`config.mk`:
```
export PLATFORM = sky130hd
export DESIGN_NAME = dmem_responder
export DESIGN_NICKNAME = d
export VERILOG_FILES = /design/src/rtl/lc3b_types.sv /design/src/rtl/mem_wmask_merge.sv /design/src/rtl/dmem_responder.sv
export SDC_FILE = /design/constraint.sdc
export NUM_CORES = 1
export LEC_CHECK = 0
export ABC_AREA = 1
export CORE_UTILIZATION = 35
export CTS_CLUSTER_DIAMETER = 100
export DETAILED_ROUTE_END_ITERATION = 8
export GPL_ROUTABILITY_DRIVEN = 0
export PLACE_DENSITY = 0.63
export SYNTH_ARGS = -nofsm -noshare
export SYNTH_HDL_FRONTEND = slang
export SYNTH_SLANG_ARGS = --single-unit
export TNS_END_PERCENT = 30
```
`constraint.sdc`:
```
create_clock -name clk -period 8.55 [get_ports clk]
set_input_delay 0.855 -clock clk [delete_from_list [all_inputs] [get_ports clk]]
set_output_delay 0.855 -clock clk [all_outputs]
set_load 0.02 [all_outputs]
```
`src/rtl/lc3b_types.sv`:
```
// Shared LC-3b datapath types; data-port memory state and byte-mask types
// are used by the data memory responder and the write-mask merge logic.
package lc3b_types;

   typedef logic [15:0] lc3b_word;

   typedef logic [1:0] lc3b_mem_mask;

   typedef enum logic [1:0] {
      mem_idle,
      mem_wait,
      mem_resp
   } lc3b_mem_state;

endpackage : lc3b_types

```
`src/rtl/mem_wmask_merge.sv`:
```
// Byte-granular merge of a new word into an old word under a 2-bit byte mask.
// Purely combinational so it can sit on any storage commit path.
module mem_wmask_merge
   import lc3b_types::*;
(
   input  logic [15:0] old_word_i,
   input  logic [15:0] new_word_i,
   input  logic [1:0]  mask_i,
   output logic [15:0] merged_o
);

   always_comb begin
      merged_o       = old_word_i;
      if (mask_i[0]) merged_o[7:0]  = new_word_i[7:0];
      if (mask_i[1]) merged_o[15:8] = new_word_i[15:8];
   end

endmodule : mem_wmask_merge

```
`src/rtl/dmem_responder.sv`:
```
// Flop-based data memory answering the MEM-stage data-port protocol with a
// programmable response latency and byte-masked writes.
module dmem_responder
   import lc3b_types::*;
#(
   parameter int unsigned LATENCY    = 2,
   parameter int unsigned DEPTH_LOG2 = 4
) (
   input  logic        clk,
   input  logic        reset,
   input  logic        read_b,
   input  logic        write_b,
   input  logic [1:0]  wmask_b,
   input  logic [15:0] address_b,
   input  logic [15:0] wdata_b,
   output logic        resp_b,
   output logic [15:0] rdata_b
);

   localparam int unsigned    DEPTH    = 1 << DEPTH_LOG2;
   localparam logic [3:0]     CNT_INIT = 4'(LATENCY - 1);

   lc3b_mem_state             state_q, state_d;
   logic [3:0]                cnt_q, cnt_d;
   logic [DEPTH_LOG2-1:0]     idx_q, idx_d;
   lc3b_word                  wdata_q, wdata_d;
   lc3b_mem_mask              wmask_q, wmask_d;
   logic                      is_wr_q, is_wr_d;
   logic                      resp_q, resp_d;
   lc3b_word                  rdata_q, rdata_d;
   lc3b_word                  mem_q [DEPTH];

   logic                      req;
   logic                      commit;
   logic [DEPTH_LOG2-1:0]     addr_idx;
   lc3b_word                  merged;
   logic                      unused_addr_bits;

   assign req              = read_b | write_b;
   assign addr_idx         = address_b[DEPTH_LOG2:1];
   assign unused_addr_bits = ^{address_b[15:DEPTH_LOG2+1], address_b[0]};

   // rdata is captured on the edge entering RESP, before the commit on the
   // edge leaving RESP, so a write response returns the pre-write word.
   always_comb begin
      state_d = state_q;
      cnt_d   = cnt_q;
      idx_d   = idx_q;
      wdata_d = wdata_q;
      wmask_d = wmask_q;
      is_wr_d = is_wr_q;
      resp_d  = 1'b0;
      rdata_d = rdata_q;
      commit  = 1'b0;
      unique case (state_q)
         mem_idle: begin
            if (req) begin
               idx_d   = addr_idx;
               wdata_d = wdata_b;
               wmask_d = wmask_b;
               is_wr_d = write_b;
               cnt_d   = CNT_INIT;
               if (LATENCY == 1) begin
                  state_d = mem_resp;
                  resp_d  = 1'b1;
                  rdata_d = mem_q[addr_idx];
               end else begin
                  state_d = mem_wait;
               end
            end
         end
         mem_wait: begin
            if (!req) begin
               state_d = mem_idle;
            end else begin
               cnt_d = cnt_q - 4'd1;
               if (cnt_q == 4'd1) begin
                  state_d = mem_resp;
                  resp_d  = 1'b1;
                  rdata_d = mem_q[idx_q];
               end
            end
         end
         mem_resp: begin
            state_d = mem_idle;
            commit  = is_wr_q;
         end
         default: state_d = mem_idle;
      endcase
   end

   always_ff @(posedge clk or posedge reset) begin
      if (reset) begin
         state_q <= mem_idle;
         cnt_q   <= '0;
         idx_q   <= '0;
         wdata_q <= '0;
         wmask_q <= '0;
         is_wr_q <= 1'b0;
         resp_q  <= 1'b0;
         rdata_q <= '0;
      end else begin
         state_q <= state_d;
         cnt_q   <= cnt_d;
         idx_q   <= idx_d;
         wdata_q <= wdata_d;
         wmask_q <= wmask_d;
         is_wr_q <= is_wr_d;
         resp_q  <= resp_d;
         rdata_q <= rdata_d;
      end
   end

   mem_wmask_merge u_merge (
      .old_word_i (mem_q[idx_q]),
      .new_word_i (wdata_q),
      .mask_i     (wmask_q),
      .merged_o   (merged)
   );

   always_ff @(posedge clk or posedge reset) begin
      if (reset) begin
         for (int unsigned i = 0; i < DEPTH; i++) begin
            mem_q[i] <= '0;
         end
      end else if (commit) begin
         mem_q[idx_q] <= merged;
      end
   end

   assign resp_b  = resp_q;
   assign rdata_b = rdata_q;

endmodule : dmem_responder
```
==> results of run 1 <==
[power by group]
part / internal [µW] / switching [µW]
registers: 1700 / 166
clock network: 929 / 581
logic: 375 / 1370
total: 3000 / 2120
[synth_stat cells]
master / instances
nand4_1: 1
nor4_1: 1
inv_1: 14
o21ai_0: 22
nand2_2: 17
buf_6: 12
nor2_1: 17
clkinv_1: 1
buf_1: 17
dfrtp_1: 302
buf_2: 43
inv_4: 1
nor2_4: 13
buf_4: 20
or2_2: 16
nand3_1: 258
nand2_1: 1264
clkbuf_1: 45
inv_2: 22
o22ai_1: 2
ha_1: 2
a41oi_1: 1
nor2_2: 17
nor3_1: 1
xnor2_1: 1
[per-layer routing]
| layer | routed length [µm] | global-route usage, % | vias up |
|---|---|---|---|
| met5 | 0 | 0 | - |
| met4 | 1200 | 6.64 | 0 |
| met3 | 3560 | 2.96 | 76 |
| met2 | 20700 | 33.6 | 539 |
| met1 | 19900 | 29.2 | 6359 |
| li1 | - | - | 6405 |
[per-stage QoR]
stage	instances	worst slack [ns]
2_1_floorplan	2110	3.68
3_3_place_gp	2604	4.97
3_5_place_dp	2604	4.95
4_1_cts	2656	4.94
5_1_grt	2656	4.71
6_report	2656	4.84
[worst max-delay path, cell delays in order (launching register included)]
cell and delay [ns]:
dfrtp_4 0.39, buf_4 0.74, inv_6 0.44, buf_4 0.54, nor2_4 0.21, inv_4 0.09, nor2_4 0.53, inv_2 0.36
nand2_1 0.16, nand2_1 0.06
[area by class of cell]
cell class              count  area (µm²)  share of cell area, %
repair buffers             54         523                   3.10
flip-flops and latches    302        7560                   44.9
clock buffers              48        1040                   6.16
multi-input cells        1633        6740                   40.0
inverters                  38         154                  0.913
clock inverters             4         106                  0.631
well taps                 577         722                   4.28
[cells by family after synthesis]
kind of cell,Yosys count
AND/OR/NAND/NOR,1605
flip-flops,302
buffers and inverters,175
AO/OA/AOI/OAI,25
adder cells (fa/ha/maj),2
XOR/XNOR,1
[sequential cells by signal (all words and copies together), names as in the netlist]
signal	count
mem_q	256
rdata_b	16
wdata_q	16
cnt_q	4
idx_q	4
state_q	2
wmask_q	2
is_wr_q	1
resp_b	1
[worst min-delay path by stage]
stage	startpoint	slack (ns)	depth (start not counted)	endpoint
after floorplan	wdata_q[0]	0.43	2	wdata_q[0]
after global placement	wdata_q[5]	0.45	2	wdata_q[5]
after detailed placement	wdata_q[9]	0.45	2	wdata_q[9]
after CTS	wdata_q[9]	0.47	2	wdata_q[9]
after global routing	wdata_q[9]	0.48	2	wdata_q[9]
final	wdata_q[9]	0.46	2	wdata_q[9]
[placed cells by master (no fill, tap or decap)]
cell,instances
nor2_1,16
o21ai_0,22
dfrtp_2,1
inv_2,22
ha_1,2
dfrtp_4,1
a41oi_1,1
buf_4,11
clkdlybuf4s50_1,42
buf_12,1
dfrtp_1,300
clkbuf_16,37
bufinv_16,3
nor2_2,18
nand4_1,1
o22ai_1,2
nand2_2,17
inv_1,12
inv_4,1
nand3_1,258
inv_6,1
clkinv_1,1
clkinvlp_4,1
nor3_1,1
or2_2,16
nor4_1,1
nand2_1,1264
xnor2_1,1
clkbuf_1,4
clkinv_8,1
clkbuf_8,7
nor2_4,13
==> run metrics, run 1 <==
post-synth cell types 25; cells after synthesis around 2100; Register-to-Register Setup Slack 4.84 ns; largest family of logic cells by synthesized area simple AND/OR/NAND/NOR gates; # rows between 70 and 80; TritonCTS Sinks approximately 300; setup tns final 0 ns; antenna viol nets, final 0; Max Transition Viols Final 0; Pleak around 0.0094 µW; Syn Area/Cell ~7.2 µm²; critical-path maximum fanout 74; hold slack ~0.46 ns; Slew @ Worst Pin roughly 1.1 ns; Design Area, Final roughly 17000 µm²; largest net degree at the start of global routing ~180; CP Class reg -> reg; hold_buf cts 0; RSZ-0062 raised after global routing false; antenna cells 0; Synth Area in Simple Gates around 43%; P&R area growth vs syn 11.0%; slew margin rel. a little over a quarter; WL/cell 17.1 µm; fin crit period 3.71 ns; Synth top area share 49.8%; Clk Latency, worst-skew pair 0.52 ns; Worst Setup SP idx_q[0]; die area roughly 44000 µm²; crit path capture mem_q[161]; TritonRoute pass-1 iters 5; Synth Area in Compound Gates 0.866%; share of layout cells above drive strength 1 between 7 and 8%; adder-cell share of the synthesized area 0.165%; multiplexer share of the synthesized area 0%; Crit. End Element flip-flop; f_max between 0.2 and 0.3 GHz; Max VDD drop roughly 0.19 mV; Yosys warning total 0; Buffers on Ports 42; drc violations 0; setup repair bufs after CTS 0; fin nets 2103; syn nets 2150; crit path DAT around 4.1 ns; CTS H-tree depth 2; CTS Root Cell clkbuf_16; largest area contributor in the netlist dfrtp_1; overall die height 210 µm; CTS tree built; Reg-to-Reg Start idx_q[0]; Post-Synth XOR/XNOR Area less than 1%; post-layout util between 30% and 40%; Max Buffers Root-to-Sink 3; total number of vias 13400; placed cell area 15700 µm²; post-CTS sizing 0; Clk pin slew, worst setup/hold paths approximately 0.06 ns; HP Class reg -> reg; final number of setup-violating endpoints 0; first-pass GRT wire length slightly above 70000 µm; final hold violations 0; Clock Skew 0.0103 ns; Ports 55; Crit Reg-Reg Endpoint mem_q[161]; Post-Synthesis Cell Area ~15000 µm²; CP required 8.95 ns; Via density between 5 and 6; Num CTS Buffers 34; Initial Util 35.9%; period utilization a little over two fifths; total power 5120 µW; Synth Register Bits a little over 300; DRT iter0 DRCs ~1200; register area share after synthesis 49.8%; die width between 200 and 250 µm; Core Area around 42000 µm²; reg2reg path depth 9; vias in the first global route between 10000 and 15000; HPWL Detailed about 26000 µm; status finished clean; initial antenna violation count 0; Post-Route WL 45300 µm; synth top area cells dfrtp_1 (50%), nand2_1 (31%), nand3_1 (8.5%), buf_2 (1.4%), clkbuf_1 (1.1%); total track usage a little over a fifth; Startpoint Class flip-flop; GRT Residual Overflow 0; PwrDens 304 nW/µm²; Fill cells roughly 4400; max-cap violations 0
Power figures use the tool's default switching activity.
==> run 2, diff against run 1 <==
==> constraint.sdc (replaced) <==
create_clock -name clk -period 3.32 [get_ports clk]
set_input_delay 0.332 -clock clk [delete_from_list [all_inputs] [get_ports clk]]
set_output_delay 0.332 -clock clk [all_outputs]
set_load 0.02 [all_outputs]
==> run 2 against run 1 <==
Clock power rose to 2.7 times the previous value. Critical endpoint is now mem_q[124]. Largest cell class unchanged. Core utilization rose by 0.63 points. Combinational power rose to 2.7 times the previous value. Final area rose by 1.6%. Sequential cell count unchanged. Final cell count is 1.1% higher. Fmax grew 33%. Clock skew rose by 0.0062 ns. Via count rose by 0.81%. Worst hold slack worse by 0.32 ns. Sequential power increased to 2.6 times the previous value. Sequential share of layout area fell by 0.70 points.
==> run metrics, run 2 (synthesis gave the netlist of run 1 again) <==
Max Buffers Root-to-Sink 3; hold_buf cts 0; slowest CP cell nor2_2; final hold violations 0; Max Transition Viols Final 0; max-cap violations 0; P&R area growth vs syn 12.8%; CP required ~3.7 ns; DRT iter0 DRCs around 1400; Num CTS Buffers 35; CP Class reg -> reg; Reg-to-Reg Start idx_q[0]; overall die height ~210 µm; HPWL Detailed 27600 µm; initial antenna violation count 0; Register-to-Register Setup Slack roughly 0.54 ns; post-CTS sizing 0; Max VDD drop 0.632 mV; final number of setup-violating endpoints 0; Post-Route WL roughly 46000 µm; fin nets around 2100; setup repair bufs after CTS 0; HP Class in -> async; CTS H-tree depth 2; max reg flops 256; fin crit period between 2 and 3 ns; CTS tree built; RSZ-0062 raised after global routing false; dpl ws 0.586 ns; Startpoint Class flip-flop; drc violations 0; Fill cells roughly 4300; Pleak 0.00956 µW; die width between 200 and 250 µm; status finished clean; register area 7560 µm²; most frequent cells in the layout nand2_1 (1264), dfrtp_1 (300), nand3_1 (258); first-pass GRT wire length ~74000 µm; Initial Util between 30 and 40%; CTS Root Cell clkbuf_16; total track usage a little over a fifth; crit path DAT between 3 and 4 ns; Slew @ Worst Pin between 0.9 and 1 ns; most flop-heavy register mem_q; vias in the first global route about 13000; TritonRoute pass-1 iters 7; Crit path buffers/inverters 3; slew margin rel. 33.5%; Core Area roughly 42000 µm²; Via density ~5; Max stage delay on crit path slightly below 0.8 ns; area taken by multi-input logic gates around 6700 µm²; total power about 14000 µW; reg2reg path depth 7; f_max 0.360 GHz; TritonCTS Sinks about 300; Ports 55; crit path cell chain buf_4 > nor2_1 > inv_2 > nor2_2 > inv_2 > nand2_1 > nand2_1; Crit Reg-Reg Endpoint mem_q[124]; share of layout cells above drive strength 1 8.54%; total number of vias approximately 13000; period utilization approximately 84%; PnR worst setup slack between 0.5 and 0.6 ns; largest net degree at the start of global routing a little under 100; die area around 44000 µm²; Clk Latency, worst-skew pair approximately 0.53 ns; antenna cells 0; CP delay by family, top simple AND/OR/NAND/NOR gates; PwrDens 790 nW/µm²; Clk pin slew, worst setup/hold paths around 0.060 ns; WL/cell 17.3 µm; GRT Residual Overflow 0; critical-path maximum fanout 38; Buffers on Ports between 40 and 50; antenna viol nets, final 0; Crit. End Element flip-flop; Clock Skew about 0.016 ns; # rows between 70 and 80; most common library cell in the layout ignoring fill and taps nand2_1
[run 2: cell types whose count changed in the layout (fill, tap and decap cells not counted)]
cell / change
clkbuf_1: -1
clkinvlp_4: +3
clkinv_2: +6
buf_12: +5
bufinv_16: +1
buf_4: +14
clkbuf_16: -1
inv_4: +1
[run 2: metal layers]
layer  wire [µm]  track usage, %  share of wire (%)
met4        1680            8.05                3.6
met2       20800            33.6                 45
met5           0               0                  0
met1       20400            29.9                 44
met3        3430            2.94                7.4
[run 2: worst max-delay path by stage]
stage | cells past startpoint | startpoint | slack [ns] | endpoint
5_1_grt | 7 | idx_q[0] | 0.41 | mem_q[116]
4_1_cts | 7 | idx_q[0] | 0.58 | mem_q[125]
3_5_place_dp | 7 | idx_q[0] | 0.59 | mem_q[121]
2_1_floorplan | 1 | reset | -1.03 | cnt_q[0]
3_3_place_gp | 7 | idx_q[0] | 0.58 | mem_q[124]
6_report | 7 | idx_q[0] | 0.54 | mem_q[124]
[run 2: metrics by stage]
stage | hold slack, ns | util (%) | instance area, µm² | instances | setup TNS (ns)
2_1_floorplan | 0.434 | - | 15200 | 2110 | -310.16
3_3_place_gp | 0.448 | 37.6 | 15900 | 2623 | 0
3_5_place_dp | 0.453 | 37.6 | 15900 | 2623 | 0
4_1_cts | 0.132 | 40.4 | 17100 | 2684 | 0
5_1_grt | 0.164 | 40.4 | 17100 | 2684 | 0
6_report | 0.144 | 40.4 | 17100 | 2684 | 0
[run 2: cell type report]
| class | count | share of cell area [%] |
|---|---|---|
| inverters | 38 | 0.885 |
| clock buffers | 46 | 5.89 |
| well taps | 577 | 4.22 |
| multi-input cells | 1633 | 39.4 |
| repair buffers | 73 | 4.26 |
| flip-flops and latches | 302 | 44.2 |
| clock inverters | 15 | 1.16 |
[run 2: worst reg2reg max path, delay by kind of cell, from the launching register on]
kind,cells,cell delay [ns]
simple gates,4,1.18
buf+inv,3,0.88
flops,1,0.61
[run 2: report_power, final]
group	total, µW	switching, µW	internal [µW]
sequential	4830	454	4370
clock	4030	1580	2460
combinational	4670	3580	1080
total	13500	5610	7910
==> run 3, diff against run 2 <==
--- a/config.mk
+++ b/config.mk
@@ -10,7 +10,7 @@
 export CTS_CLUSTER_DIAMETER = 100
 export DETAILED_ROUTE_END_ITERATION = 8
 export GPL_ROUTABILITY_DRIVEN = 0
-export PLACE_DENSITY = 0.63
+export PLACE_DENSITY = 0.62
 export SYNTH_ARGS = -nofsm -noshare
 export SYNTH_HDL_FRONTEND = slang
 export SYNTH_SLANG_ARGS = --single-unit
==> constraint.sdc (replaced) <==
create_clock -name clk -period 2.7 [get_ports clk]
set_input_delay 0.27 -clock clk [delete_from_list [all_inputs] [get_ports clk]]
set_output_delay 0.27 -clock clk [all_outputs]
set_load 0.02 [all_outputs]
==> run 3 against run 2 <==
Register-to-register slack worse by 0.23 ns. Final cell count increased by 0.41%. Sequential power up 23%. Via count rose by 0.96%. Worst hold slack gained 0.041 ns. Critical endpoint is now mem_q[154]. Combinational power rose by 25%. Critical path type unchanged. Global-route usage increased by 0.064 points.
==> run metrics, run 3 (synthesis gave the netlist of run 1 again) <==
Layout Cells excl Fill ~2700; share of layout cells above drive strength 1 just under 9%; switching share of power 41.4%; Post-Route WL between 40000 and 50000 µm; Crit path buffers/inverters 4; Startpoint Class flip-flop; critical-path maximum fanout 22; Core Area 42300 µm²; antenna cells 0; fin nets 2135; status finished clean; die width between 200 and 250 µm; met3 GRT Util under 10%; Max stage delay on crit path approximately 0.6 ns; Reg-to-Reg Start idx_q[1]; final number of setup-violating endpoints 0; post-CTS sizing 0; Buffers on Ports between 40 and 50; setup tns final 0 ns; most flop-heavy register mem_q; TritonCTS Sinks 302; antenna viol nets, final 0; die area 44200 µm²; Post-Place Cells approximately 2600; P_sw 6830 µW; CP required a little over 3 ns; RSZ-0062 raised after global routing false; hold_buf cts 0; fin crit period between 2 and 2.5 ns; PwrDens about 960 nW/µm²; # rows 75; max reg flops between 200 and 300; met1 Resource Use GR 31.3%; slew margin rel. between 40% and 50%; overall die height 210 µm; crit path DAT roughly 2.8 ns; CTS tree built; drc violations 0; CTS H-tree depth 2; Internal Pwr Total 9680 µW; placed cell area around 16000 µm²; GRT Residual Overflow 0; met2 Use GR between 30 and 40%; vias in the first global route approximately 13000; Pleak just under 0.01 µW; DRT iter0 DRCs about 1300; total power roughly 17000 µW; largest net degree at the start of global routing 84; crit path cell chain inv_2 > buf_4 > nor2_2 > inv_2 > nor2_4 > inv_2 > nand2_1 > nand2_1; most common library cell in the layout ignoring fill and taps nand2_1; Critical Path Most Common Cell inv_2; Ports 55; max-cap violations 0; Clk pin slew, worst setup/hold paths 0.06 ns; initial antenna violation count 1; CP Class reg -> reg; Initial Util 35.9%; Worst Setup SP idx_q[1]; Gate power share between 30 and 40%; f_max ~0.42 GHz; Reg power frac a little over a third; HP Class in -> async; Crit. End Element flip-flop; Slew @ Worst Pin ~0.76 ns; slowest CP cell dfrtp_2; Max Buffers Root-to-Sink 3; Max VDD drop between 0.6 and 0.7 mV; CP delay by family, top simple AND/OR/NAND/NOR gates; hold slack about 0.19 ns; most frequent cells in the layout nand2_1 (1264), dfrtp_1 (300), nand3_1 (258); total track usage 21.4%; P&R area growth vs syn 13.3%; HPWL Detailed roughly 28000 µm; GRT Max-Usage Layer met2; CTS Root Cell clkbuf_16; final hold violations 0; Num CTS Buffers 35; setup repair bufs after CTS 0; TritonRoute pass-1 iters 6; period utilization between 80% and 90%; WL/cell 17.1 µm; Max Transition Viols Final 0; total number of vias roughly 14000; first-pass GRT wire length roughly 74000 µm; Register-to-Register Setup Slack between 0.3 and 0.4 ns; Clock Skew between 0.01 and 0.015 ns; Clk Latency, worst-skew pair around 0.52 ns; Clk pwr share 28.7%; Design Area, Final around 17000 µm²; Via density 5.05
[run 3: cell types whose count changed in the layout (fill, tap and decap cells not counted), moves of 3 or more]
cell,change
bufinv_16,-3
clkinvlp_4,-3
clkbuf_1,+6
buf_12,+4
buf_4,+8
clkinv_2,-3
clkbuf_8,+3
[run 3: final cells by class]
class,instances,area [µm²]
Fill cell,4366,25100
Sequential cell,302,7560
Clock inverter,4,45.0
Timing Repair Buffer,85,868
Clock buffer,56,1100
Multi-Input combinational cell,1633,6740
Inverter,38,151
Tap cell,577,722
[run 3: metal layers]
layer	up-vias	wire length [µm]
li1	6476	-
met1	6469	20700
met2	599	20600
met3	73	3640
met4	0	1210
met5	-	0
[run 3: worst register-to-register path: cells and delay by family, from the launching register on]
family,cells,cell delay [ns]
buffers and inverters,4,0.82
AND/OR/NAND/NOR,4,0.84
flip-flops,1,0.60
[run 3: final timing paths]
path,end,cells past startpoint
max,mem_q[154],8
min,mem_q[25],2
max reg2reg,mem_q[154],8
min reg2reg,wdata_q[11],2
max in group asynchronous,mem_q[163],3
min in group clk,wdata_q[3],3
[run 3: through the flow]
| stage | util (%) | setup slack, ns |
|---|---|---|
| 2_1_floorplan | - | -1.59 |
| 3_3_place_gp | 37.9 | 0.374 |
| 3_5_place_dp | 37.9 | 0.326 |
| 4_1_cts | 40.6 | 0.324 |
| 5_1_grt | 40.6 | 0.128 |
| 6_report | 40.6 | 0.313 |
[run 3: power by group through the flow]
| stage | combinational (µW) | sequential (µW) | clock (µW) |
|---|---|---|---|
| 6_report | 5840 | 5930 | 4740 |
| 5_1_grt | 6330 | 6040 | 5000 |
| 4_1_cts | 5780 | 5930 | 4820 |
| 3_5_place_dp | 5750 | 6000 | 0 |
| 3_3_place_gp | 5690 | 5980 | 0 |
| 2_1_floorplan | 3950 | 5930 | 0 |
==> patch 1, RTL diff (settings of run 2) <==
`DEPTH_LOG2`: 4 -> 2.
--- a/src/rtl/dmem_responder.sv
+++ b/src/rtl/dmem_responder.sv
@@ -5,5 +5,5 @@
 #(
    parameter int unsigned LATENCY    = 2,
-   parameter int unsigned DEPTH_LOG2 = 4
+   parameter int unsigned DEPTH_LOG2 = 2
 ) (
    input  logic        clk,
Behaviour: not the same (a bounded check fails within 10 cycles, from zero or initial values and one cycle with reset high).
==> patch 1 against run 2 <==
- total power down 59%
- sequential power down 53%
- die area down 66%
- area after synthesis down 66%
- cell count down 68%
- wire length down 73%
- worst setup slack better by 0.76 ns
- sequential cell count down 194
- design area down 65%
- highest routed layer unchanged
- clock power down 74%
- critical endpoint is now rdata_b[5]$_DFFE_PP0P_
==> patch 1: results (changes against run 2) <==
stage,metric,value,unit,change
setup_path,worstPathArrival,2.25,ns,-0.94 ns
layout,largest_reg_flops,64,,-75%
grt,use_met3,0.0372,,+0.00782
layout,nets,728,,-66%
routing,vias,4279,,-68%
timing,skew,0.00764,ns,-0.00884 ns
synthesis,synth_area_leaders,"dfrtp_1 53%, nand2_1 27%, nand3_1 9.6%",,
setup_path,slowest_delay,0.52,ns,-0.27 ns
grt,grt_pass1_wl,20.5,mm,-72%
clock_network,numCtsBuffers,9,,-74%
status,run_status,completed,,
power,p_leak,3.23,nW,-66%
clock_network,cts.sinks,108,,-64%
timing,fin_hold_ws,0.465,ns,+0.321 ns
placed_design,portBuffers,40,,-4.8%
clock_network,h-tree-depth,3,,+1
grt,grt_pass1_vias,4219,,-68%
power,p_switching,2.22,mW,-60%
timing,finalSetupTns,0,ns,unchanged
setup_path,rrSetupSlack,1.36,ns,+0.82 ns
grt,grt_start_max_net_pins,63,,-35%
grt,gr-usage-met2,0.287,,-0.0487
synthesis,synth_common_cells,"360 x nand2_1, 108 x dfrtp_1, 98 x nand3_1, 16 x or2_2, 13 x buf_2",,
grt,grtUsageTotal,0.181,,-0.0324
routing,drt_iter0_drc,338,,-75%
placed_design,hpwl,7.85,mm,-72%
grt,grt_use_met1,0.243,,-0.0557
timing,max-slew-margin-rel,0.469,,+0.134
clock_network,clock_path_buffers,2,,-1
layout,fillers,1422,,-67%
synthesis,ys_seq_area_frac,0.531,,+0.0329
routing,wirelength,12.3,mm,-73%
worst_hold_path,hold_class,reg -> reg,,
setup_path,cp_max_fo,16,,-58%
clock_network,clk_latency,0.34,ns,-0.19 ns
power,ir_worst_vdd,0.466,mV,-26%
==> patch 1: per-stage QoR <==
stage          power (mW)  setup WS, ns  cells  utilization  instance area [µm²]
2_1_floorplan        3.81         0.142    653            -                 5090
3_3_place_gp         4.40          1.02    857        0.402                 5650
3_5_place_dp         4.50         0.965    857        0.402                 5650
4_1_cts              5.54          1.32    872        0.423                 5940
5_1_grt              5.96          1.10    872        0.423                 5940
6_report             5.52          1.30    872        0.423                 5940
==> patch 1: power by group through the flow <==
stage	sequential [mW]	clock (mW)	combinational (mW)
floorplan	2.28	0	1.53
global placement	2.27	0	2.13
detailed placement	2.30	0	2.20
CTS	2.28	1.06	2.21
global route	2.34	1.11	2.50
finish	2.28	1.04	2.20
==> patch 1: cell type report <==
class	count	share of cell area
Clock inverter	2	0.00590
Inverter	14	0.0103
Timing Repair Buffer	52	0.0847
Clock buffer	13	0.0421
Tap cell	180	0.0379
Multi-Input combinational cell	503	0.364
Sequential cell	108	0.455
==> patch 1: kinds of logic after synthesis <==
group,Yosys count,share of synthesized area
AOI/OAI and AO/OA,9,0.00934
xor gates and xnor gates,1,0.00172
adders and majority gates,2,0.00491
buffers and inverters,42,0.0450
DFF,108,0.531
and+or+nand+nor,491,0.408
==> patch 1: path summary, 6_finish.rpt <==
path / startpoint / end / cells after the start
max in group asynchronous: reset / wdata_q[9]$_DFFE_PP0P_ / 3
min in group asynchronous: reset / rdata_b[15]$_DFFE_PP0P_ / 2
max: write_b / rdata_b[5]$_DFFE_PP0P_ / 8
min reg2reg: wdata_q[4]$_DFFE_PP0P_ / wdata_q[4]$_DFFE_PP0P_ / 2
max reg2reg: idx_q[0]$_DFFE_PP0P_ / mem_q[16]$_DFFE_PP0P_ / 8
min: wdata_q[4]$_DFFE_PP0P_ / wdata_q[4]$_DFFE_PP0P_ / 2
==> patch 1: routing by layer <==
layer,up-vias,part of all wire
li1,2120,-
met1,2003,0.47
met2,134,0.45
met3,22,0.062
met4,0,0.017
met5,-,0
==> patch 1: worst reg2reg max path: stages, from the launching register on <==
cell and delay [ns]:
dfrtp_1 0.84, inv_2 0.13, buf_4 0.30, nand2_1 0.11, nand2_1 0.05, nand2_1 0.07, nand3_1 0.15, nand3_1 0.13
nand2_1 0.06
==> patch 2, RTL diff (settings of run 2) <==
Without the edit above. Re-encode `lc3b_mem_state` (3 states) as one-hot, 3 bits wide.
--- a/src/rtl/lc3b_types.sv
+++ b/src/rtl/lc3b_types.sv
@@ -7,8 +7,8 @@
    typedef logic [1:0] lc3b_mem_mask;
 
-   typedef enum logic [1:0] {
-      mem_idle,
-      mem_wait,
-      mem_resp
+   typedef enum logic [2:0] {
+      mem_idle = 3'b001,
+      mem_wait = 3'b010,
+      mem_resp = 3'b100
    } lc3b_mem_state;
 
Check against the original RTL: same outputs for any inputs over 4 cycles, from zero or initial values and one cycle with reset high; so few cycles prove little.
==> patch 2 against run 2 <==
- first-iteration DRC count is 6.9% lower
- non-clock buffer count rose by 6
- design area is essentially flat
- critical path depth increased by 1
- wire length rose by 3.3%
- area after synthesis rose by 0.36%
- worst setup slack better by 0.074 ns
- via count grew 1.9%
- total power decreased by 11%
- sequential cell count increased by 1
- fmax increased by 2.7%
- utilization fell by 0.61 points
- critical endpoint is now mem_q[250]$_DFFE_PP0P_
- largest cell class unchanged
- largest power group unchanged
==> patch 2: results (changes against run 2) <==
stage,metric,value,unit,change
timing,max_slew.worst_pin.slew,1.14,ns,+0.146 ns
routing,drt_iter0_drc,1277,,-6.9%
power,clk-power,3.81,mW,-5.5%
timing,skew,0.0177,ns,+0.00120 ns
power,p_int,7.15,mW,-9.7%
routing,met1Wirelength,20.9,mm,+2.6%
setup_path,cp_max_fo,17,,-55%
status,run_status,completed,,
synthesis,syn_nets,2157,,+0.33%
synthesis,synth_area_per_cell,7.20,µm²,about the same
routing,drt_first_pass_iters,5,,-2
power,seq-power,4.45,mW,-7.9%
layout,fillers,4516,,+4.6%
placed_design,hpwl,28.3,mm,+2.5%
layout,post-route-util,0.398,,-0.00609
placed_design,dpl_cell_area,16000,µm²,+0.47%
routing,wirelength,47.8,mm,+3.3%
layout,final_layout_size_suffix_gt1_frac,0.0849,,-0.000564
grt,grt_start_max_net_pins,88,,-9.3%
power,ir_worst_vdd,0.575,mV,-8.9%
grt,antenna_found_initial,2,,+2
grt,grt_pass1_wl,75.8,mm,+2.9%
setup_path,slowest_delay,0.91,ns,+0.12 ns
routing,dr_wl_met3,3.85,mm,+12%
placed_design,place_ws,0.706,ns,+0.120 ns
routing,vias,13700,,+1.9%
layout,fin_cells,2706,,+0.82%
## patch 2: cell count changes in the layout (fill, tap and decap cells not counted), sizes merged, moves of 3 or more
cell | before | now
buf | 31 | 37
clkbuf | 46 | 55
bufinv | 4 | 0
clkinvlp | 4 | 1
nor3 | 1 | 4
nand2 | 1281 | 1284
## patch 2: worst paths after layout
| path | startpoint | end | slack (ns) | cells past startpoint |
|---|---|---|---|---|
| min in group clk | wdata_b[9] | wdata_q[9]$_DFFE_PP0P_ | 0.34 | 3 |
| min reg2reg | wdata_q[9]$_DFFE_PP0P_ | wdata_q[9]$_DFFE_PP0P_ | 0.47 | 2 |
| max | state_q[1]$_DFFE_PP0P_ | mem_q[250]$_DFFE_PP0P_ | 0.61 | 8 |
| min | reset | mem_q[98]$_DFFE_PP0P_ | 0.18 | 2 |
| max reg2reg | state_q[1]$_DFFE_PP0P_ | mem_q[250]$_DFFE_PP0P_ | 0.61 | 8 |
| max in group asynchronous | reset | mem_q[173]$_DFFE_PP0P_ | 2.36 | 3 |
## patch 2: cells by family (layout without fill, tap and decap cells)
logic type	after synthesis	after routing	share of synthesized area
buffers and inverters	177	181	0.0618
adders and majority gates	2	2	0.00164
AOI/OAI and AO/OA	25	25	0.00830
DFF	303	303	0.498
and+or+nand+nor	1610	1610	0.430
## patch 2: cell type report
type / count / area share
clock buffers: 55 / 0.0632
flip-flops and latches: 303 / 0.443
well taps: 585 / 0.0428
repair buffers: 79 / 0.0466
clock inverters: 7 / 0.00314
inverters: 40 / 0.00914
multi-input cells: 1637 / 0.392
## patch 2: layer usage
metal	vias up	track usage
met4	4	0.0707
met1	6630	0.302
met3	88	0.0363
met2	530	0.352
met5	-	0
li1	6494	-
